--- src/rtl/ucr_hash_pkg.sv ---
// Shared constants, FSM encoding and small helpers for the UCR hash engine.
// Imported by the engine top and its message-schedule sub-module.
package ucr_hash_pkg;

    localparam int ROUNDS      = 32;
    localparam int ROUND_SPLIT = 16;
    localparam int IDX_W       = 5;
    localparam int WIN_BYTES   = 16;

    localparam logic [7:0] H0_INIT = 8'h01;
    localparam logic [7:0] H1_INIT = 8'h89;
    localparam logic [7:0] H2_INIT = 8'hFE;

    typedef enum logic [1:0] {
        ST_IDLE  = 2'd0,
        ST_ROUND = 2'd1,
        ST_DONE  = 2'd2
    } hash_state_e;

    function automatic logic [7:0] rotl1(input logic [7:0] v);
        return {v[6:0], v[7]};
    endfunction

    // Next schedule byte from the taps W[i-3], W[i-9], W[i-14].
    function automatic logic [7:0] sched_next(input logic [7:0] w_m3,
                                              input logic [7:0] w_m9,
                                              input logic [7:0] w_m14);
        return w_m3 | (w_m9 ^ w_m14);
    endfunction

endpackage

--- src/rtl/ucr_hash_sched.sv ---
// Message schedule: a 16-byte sliding window whose head is W[i] for the
// current round; each advance shifts in the next derived byte.
module ucr_hash_sched
    import ucr_hash_pkg::*;
(
    input  logic         clk,
    input  logic         reset_L,
    input  logic         load,
    input  logic         advance,
    input  logic [127:0] bloque_in,
    output logic [7:0]   w_cur
);

    logic [7:0] win [WIN_BYTES];
    logic [7:0] w_new;

    // Window holds W[i..i+15], so W[i+16] taps sit at offsets 13, 7 and 2.
    assign w_new = sched_next(win[13], win[7], win[2]);
    assign w_cur = win[0];

    always_ff @(posedge clk or negedge reset_L) begin
        if (!reset_L) begin
            for (int j = 0; j < WIN_BYTES; j++) begin
                win[j] <= '0;
            end
        end else if (load) begin
            for (int j = 0; j < WIN_BYTES; j++) begin
                win[j] <= bloque_in[127 - 8*j -: 8];
            end
        end else if (advance) begin
            for (int j = 0; j < WIN_BYTES - 1; j++) begin
                win[j] <= win[j + 1];
            end
            win[WIN_BYTES - 1] <= w_new;
        end
    end

endmodule

--- src/rtl/ucr_hash_engine.sv ---
// UCR hash engine: 32-round compression of one 128-bit block into a 24-bit
// digest {H0,H1,H2}; FSM and round datapath live here, schedule in a sub-module.
module ucr_hash_engine
    import ucr_hash_pkg::*;
#(
    parameter logic [7:0] K_LO = 8'h99,
    parameter logic [7:0] K_HI = 8'hA1
) (
    input  logic         clk,
    input  logic         reset_L,
    input  logic         fill,
    input  logic [127:0] bloque_in,
    output logic [23:0]  H,
    output logic         done,
    output logic         busy,
    output logic [1:0]   dbg_state
);

    // Handshake: fill is a start request taken on any edge where busy=0
    // (IDLE or DONE) and samples bloque_in on that same edge; while busy=1
    // fill is dropped, and done pulses for one cycle with H valid and held.

    hash_state_e      state;
    hash_state_e      state_next;
    logic [IDX_W-1:0] rnd;
    logic [7:0]       h0;
    logic [7:0]       h1;
    logic [7:0]       h2;
    logic [7:0]       w_i;
    logic [7:0]       k_sel;
    logic [7:0]       x_sel;
    logic [7:0]       h2_next;
    logic             load;
    logic             advance;
    logic             last_round;
    logic             hi_phase;

    ucr_hash_sched u_sched (
        .clk       (clk),
        .reset_L   (reset_L),
        .load      (load),
        .advance   (advance),
        .bloque_in (bloque_in),
        .w_cur     (w_i)
    );

    assign last_round = (rnd == IDX_W'(ROUNDS - 1));
    assign hi_phase   = (rnd > IDX_W'(ROUND_SPLIT));
    assign dbg_state  = state;

    always_ff @(posedge clk or negedge reset_L) begin
        if (!reset_L) begin
            state <= ST_IDLE;
        end else begin
            state <= state_next;
        end
    end

    always_comb begin
        state_next = state;
        case (state)
            ST_IDLE:  if (fill) state_next = ST_ROUND;
            ST_ROUND: if (last_round) state_next = ST_DONE;
            ST_DONE:  state_next = fill ? ST_ROUND : ST_IDLE;
            default:  state_next = ST_IDLE;
        endcase
    end

    always_comb begin
        busy    = 1'b0;
        done    = 1'b0;
        load    = 1'b0;
        advance = 1'b0;
        case (state)
            ST_IDLE: begin
                load = fill;
            end
            ST_ROUND: begin
                busy    = 1'b1;
                advance = 1'b1;
            end
            ST_DONE: begin
                done = 1'b1;
                load = fill;
            end
            default: begin
                busy = 1'b0;
            end
        endcase
    end

    // Round 16 still belongs to the low-constant phase.
    always_comb begin
        if (hi_phase) begin
            k_sel = K_HI;
            x_sel = h0 ^ h2;
        end else begin
            k_sel = K_LO;
            x_sel = h1 ^ h2;
        end
        h2_next = h0 + x_sel + k_sel + w_i;
    end

    always_ff @(posedge clk or negedge reset_L) begin
        if (!reset_L) begin
            rnd <= '0;
            h0  <= '0;
            h1  <= '0;
            h2  <= '0;
        end else if (load) begin
            rnd <= '0;
            h0  <= H0_INIT;
            h1  <= H1_INIT;
            h2  <= H2_INIT;
        end else if (advance) begin
            rnd <= rnd + 1'b1;
            h0  <= h1;
            h1  <= rotl1(h2);
            h2  <= h2_next;
        end
    end

    // Published digest only moves on the edge that enters DONE.
    always_ff @(posedge clk or negedge reset_L) begin
        if (!reset_L) begin
            H <= '0;
        end else if (advance && last_round) begin
            H <= {h1, rotl1(h2), h2_next};
        end
    end

endmodule
--- config.mk ---
export PLATFORM = sky130hd
export DESIGN_NAME = ucr_hash_engine
export DESIGN_NICKNAME = d
export VERILOG_FILES = /design/src/rtl/ucr_hash_pkg.sv /design/src/rtl/ucr_hash_sched.sv /design/src/rtl/ucr_hash_engine.sv
export SDC_FILE = /design/constraint.sdc
export NUM_CORES = 1
export LEC_CHECK = 0
export ABC_AREA = 1
export CAP_MARGIN = 20
export CORE_AREA = 5 5 162 164
export DETAILED_ROUTE_END_ITERATION = 6
export DIE_AREA = 0 0 167 169
export GPL_TIMING_DRIVEN = 0
export REMOVE_ABC_BUFFERS = 1
export SLEW_MARGIN = 5
export SYNTH_ARGS = -nofsm -noshare
export SYNTH_HDL_FRONTEND = slang
export SYNTH_SLANG_ARGS = --single-unit
--- constraint.sdc ---
create_clock -name clk -period 3.4 [get_ports clk]
set_clock_uncertainty 0.1 [all_clocks]
set_input_delay 0.85 -clock clk [delete_from_list [all_inputs] [get_ports clk]]
set_output_delay 0.85 -clock clk [all_outputs]
set_load 0.005 [all_outputs]
* Word-level counts from Yosys, hierarchy flattened
Index checks and enable logic that the tools add are counted. Widths: inputs -> output; s select.
Storage, ports and cells: input bits 131, output and inout port bits 28, register bits after elaboration 183, logic and storage cells 60
Operators by class: muxes and demuxes 19, $add $sub $neg 4, reductions and logical operators 5, equal/unequal tests 5, bitwise logic cells 4, $lt $le $gt $ge 1
Operator list (number):
- $mux 128 | 2
- $mux 8 | 7
- $add 8x8->8 | 3
- $xor 8x8->8 | 3
- $mux 5 | 2
- $or 8x8->8 | 1
- $mux 6 | 1
- $pmux 2 s3 | 1
- $add 5x1->5 const B | 1
- $eq 5x5->1 const B | 1
- $gt 5x5->1 const B | 1
- $mux 1 | 4
- $mux 2 | 2
- $ne 2x2->1 const B | 2
- $eq 2x1->1 const B | 1
- $eq 2x2->1 const B | 1
- $logic_not 2->1 | 1
- $reduce_and 2->1 | 1
- $reduce_bool 2->1 | 1
- $reduce_or 2->1 | 1
- $logic_and 1x1->1 | 1

* Depth between registers and ports, before layout
depth in word-level cells 7, depth in mapped cells 21

* Cells and area by module
A second synthesis with hierarchy kept.
Unflattened totals: cell total of the unflattened synthesis 1051, area, all modules 8790.9 sq um
Modules (own cells, without submodules):
- ucr_hash_sched | sequential area each 3203.1 sq um, cells each 734, area an instance 5855.6 sq um, times used 1
- ucr_hash_engine | sequential area each 1376.3 sq um, cells each 317, area an instance 2935.3 sq um, times used 1

* Worst setup path before layout
Ideal clock, no wire load.
path kind reg2reg, start point register rnd[0], end point register H[4], buffers on the path 1, slack -0.094 ns, clock period less this slack 3.494 ns, stages on the path, launching flop included 15, library setup time 0.127 ns, data required time 3.173 ns, data arrival time 3.266 ns, cell sequence dfrtp_1 inv_1 ha_1 nand3_1 nand2_1 buf_2 o21ai_0 xor2_1 fa_1 fa_1 ha_1 a21o_1 or3_1 nand2_1 o21ai_0
Between the ends: longest elaborated chain between the ends 5, elaborated cells between the ends (all ways) 8, those cells by class 3 x add/sub; 1 x order compare; 1 x eq/ne; 2 x mux; 1 x reduce/logical
RTL lines:
- start, declared | RTL line ucr_hash_engine.sv:25 | logic [IDX_W-1:0] rnd;
- start signal, assigned | RTL line ucr_hash_engine.sv:116 | rnd <= rnd + 1'b1;
- $gt 5x5->1 | RTL line ucr_hash_engine.sv:48 | assign hi_phase = (rnd > IDX_W'(ROUND_SPLIT));
- $mux 8 | RTL line ucr_hash_engine.sv:94 | if (hi_phase) begin
- $add 8x8->8 (3 in series) | RTL line ucr_hash_engine.sv:101 | h2_next = h0 + x_sel + k_sel + w_i;
- end signal, assigned | RTL line ucr_hash_engine.sv:128 | H <= {h1, rotl1(h2), h2_next};
- end, declared | RTL line ucr_hash_engine.sv:13 | output logic [23:0] H,
Parallel ways exist; a longest one is shown, timed or not. A chain may end at the register's enable or synchronous reset.

* Worst setup path in the final report
Same ends and word-level chain as after synthesis.

==> results.py <==
metrics = {
    "critical_path": {
        "cp.required_ns": 3.58,
        "slowest_stage": "fa_1",
        "critical_path_arrival_ns": 3.56,
        "start_kind": "register",
        "crit_chain": "inv_2 > ha_4 > nand3_4 > nand2_8 > nand2_2 > o21ai_2 > xor2_1 > fa_1 > fa_1 > ha_4 > a21o_1 > or3_1 > nand2_2 > o21ai_1",
        "cp-end-kind": "register",
        "slowest_delay_ns": 0.60,
        "cp_max_fo": 6,
        "rrSetupSlack_ns": 0.02,
        "path_class": "reg -> reg",
    },
    "sta": {
        "finalSetupTns_ns": 0,
        "clock.fmax_mhz": 296,
        "hold_viol_final": 0,
        "worst_pin_slew_ns": 1.02,
        "slew_headroom": 0.320,
        "finalMaxSlewViolations": 0,
        "min_period_over_period": 0.993,
        "holdWs_ns": 0.292,
        "period_needed_ns": 3.38,
        "setup_viol": 0,
        "rsz0062_at_grt": "true",
        "timing.final.ws_setup_ns": 0.0235,
    },
    "global_routing": {
        "grt_pass1_wl_mm": 37.2,
        "grt_max_degree": 104,
        "track_usage": 0.163,
        "antenna_found_initial": 1,
        "grt.overflow.total": 0,
        "grt_pass1_vias": 6949,
    },
    "job": {
        "maxCapViolCount": 0,
    },
    "placement": {
        "pre_cts_ws_ns": -0.641,
        "placement.io_buffers": 158,
        "dp_hpwl_mm": 14.2,
        "placedInstanceArea_um2": 10400,
        "place_congestion": 0.761,
        "placed_cells_incl_taps": 1372,
    },
    "detailed_routing": {
        "drc_errors": 0,
        "totalWireLength_mm": 22.6,
        "wire_per_inst_um": 16.0,
        "drt_iter0_drc": 413,
        "dr_total_vias": 6837,
        "dr.pass1.iters": 5,
        "ant_nets": 0,
        "via_per_inst": 4.82,
    },
    "pwr": {
        "peakVddDrop_v": 0.00132,
        "p_leak_nw": 5.12,
        "powerDensity_nw_per_um2": 1240,
        "finalPower_mw": 13.9,
    },
    "logic_synthesis": {
        "synth_compound_area_frac": 0.153,
        "synthArstFlopShare": 1.00,
        "netlist_area_um2": 8500,
        "syn_area_per_cell_um2": 9.11,
        "muxShareOfSynthArea": 0,
        "synth-edff-count": 0,
        "synth_ff_type": "dfrtp_1",
        "synth-simple-area-share": 0.155,
        "synth_cell_types": 27,
        "synth_top_family_by_area": "simple AND/OR/NAND/NOR gates",
        "seq_area_frac_synth": 0.539,
        "yosys.area_share.adder": 0.0442,
        "synth-xor-area-share": 0.0186,
        "yosysWarnings": 0,
        "ys_ff_latch": 183,
        "synth_cells": 933,
    },
    "floorplanning": {
        "die_w_um": 167,
        "fp.dieH_um": 169,
        "num_rows": 58,
        "start_util": 0.343,
        "io_pins": 159,
        "core_um2": 24700,
        "die_area_um2": 28200,
    },
    "cts": {
        "root_buffer": "clkbuf_16",
        "clk_latency_ns": 0.43,
        "clock_path_buffers": 2,
        "htreeDepth": 4,
        "postCtsHoldBufs": 0,
        "clock-sinks": 183,
        "cts_tree": "yes",
        "cts_buffers": 17,
        "clk_pin_slew_ns": 0.07,
    },
    "worst_hold_path": {
        "hold_path_class": "in -> async",
    },
    "final_layout": {
        "drive_gt1_frac": 0.0818,
        "fin_area_um2": 11200,
        "area_growth_pct": 31.8,
        "multi_input_area_um2": 3350,
        "seq_area_um2": 4580,
        "fin_cells": 1418,
        "insertedDiodeCount": 0,
        "finalNetCount": 1230,
        "utilization": 0.453,
        "fillers": 2428,
    },
    "status": {
        "status": "complete, no violations",
    },
}
## kinds of logic after synthesis
kind of cell	count (synthesis)
adder cells (fa/ha/maj)	24
XOR/XNOR	18
AO/OA/AOI/OAI	193
buffers and inverters	186
AND/OR/NAND/NOR	329
flip-flops	183
## synthesized netlist by cell type, types with 5 or more instances
| cell | instances | area [um^2] |
|---|---|---|
| nand3_1 | 36 | 180 |
| o22ai_1 | 16 | 100 |
| o211ai_1 | 49 | 368 |
| a22oi_1 | 6 | 45.0 |
| dfrtp_1 | 183 | 4580 |
| inv_1 | 129 | 484 |
| a21oi_1 | 15 | 75.1 |
| xor2_1 | 15 | 131 |
| nor2_1 | 5 | 18.8 |
| buf_2 | 36 | 180 |
| clkbuf_1 | 13 | 48.8 |
| o21ai_1 | 6 | 30.0 |
| o221ai_1 | 45 | 394 |
| o21ai_0 | 54 | 270 |
| fa_1 | 10 | 200 |
| ha_1 | 14 | 175 |
| nand2_1 | 280 | 1050 |
## routing by layer
layer	up-vias	GRT usage	routed length, um
met5	-	0	13
met4	2	0.0388	186
met3	15	0.0332	1020
met2	138	0.268	10700
met1	3320	0.224	10700
li1	3362	-	-
## flip-flops by register name, summed over array words and instances, names as in the netlist
register	flops
h0	8
dbg_state	2
u_sched.win	120
h2	8
rnd	5
u_sched.w_cur	8
H	24
h1	8
## worst max-delay path, delay by kind of cell, from the launching register on
kind | cells | cell delay [ns]
DFF | 1 | 0.39
buffers and inverters | 1 | 0.09
and+or+nand+nor | 5 | 0.69
adders and majority gates | 4 | 1.46
xor gates and xnor gates | 1 | 0.21
AOI/OAI and AO/OA | 3 | 0.29
## area by class of cell
class	instances	area share
Sequential cell	183	0.409
Multi-Input combinational cell	567	0.299
Timing Repair Buffer	174	0.160
Inverter	132	0.0447
Clock buffer	20	0.0399
Tap cell	330	0.0369
Clock inverter	12	0.0105
## worst paths after layout
kind                                   endpoint  cells after the start  startpoint
worst min-delay path            u_sched.win[63]                      1     reset_L
worst min register to register            H[19]                      2       H[19]
min in group clk                          H[19]                      2       H[19]
max in group asynchronous          dbg_state[1]                      2     reset_L
worst max register to register             H[4]                     14      rnd[0]
worst max-delay path                       H[4]                     14      rnd[0]
## power by group
| group | internal [mW] | total [mW] | switching (mW) |
|---|---|---|---|
| clock network | 1.04 | 1.94 | 0.901 |
| logic | 3.66 | 8.14 | 4.48 |
| registers | 3.30 | 3.83 | 0.529 |
## cell usage in the layout (no fill, tap or decap), drive strengths merged
master,instances
o21ai,60
bufinv,1
a22oi,6
xnor2,3
nand2,283
o22ai,16
dfrtp,183
ha,14
clkdlybuf4s50,157
nand3,36
or3,1
o221ai,45
a22o,1
inv,135
fa,10
clkbuf,20
clkinvlp,1
o211ai,49
nor2,8
a21o,1
a21oi,15
xor2,15
buf,17
clkinv,7
nand4,4
## what timing repair did
item                       4_1_cts  5_1_grt
gates cloned                     3        0
gates resized for setup         13       34
setup buffers                    5        6
pin swaps                       10       21
setup endpoints to repair      117       52
Power figures use the tool's default switching activity.
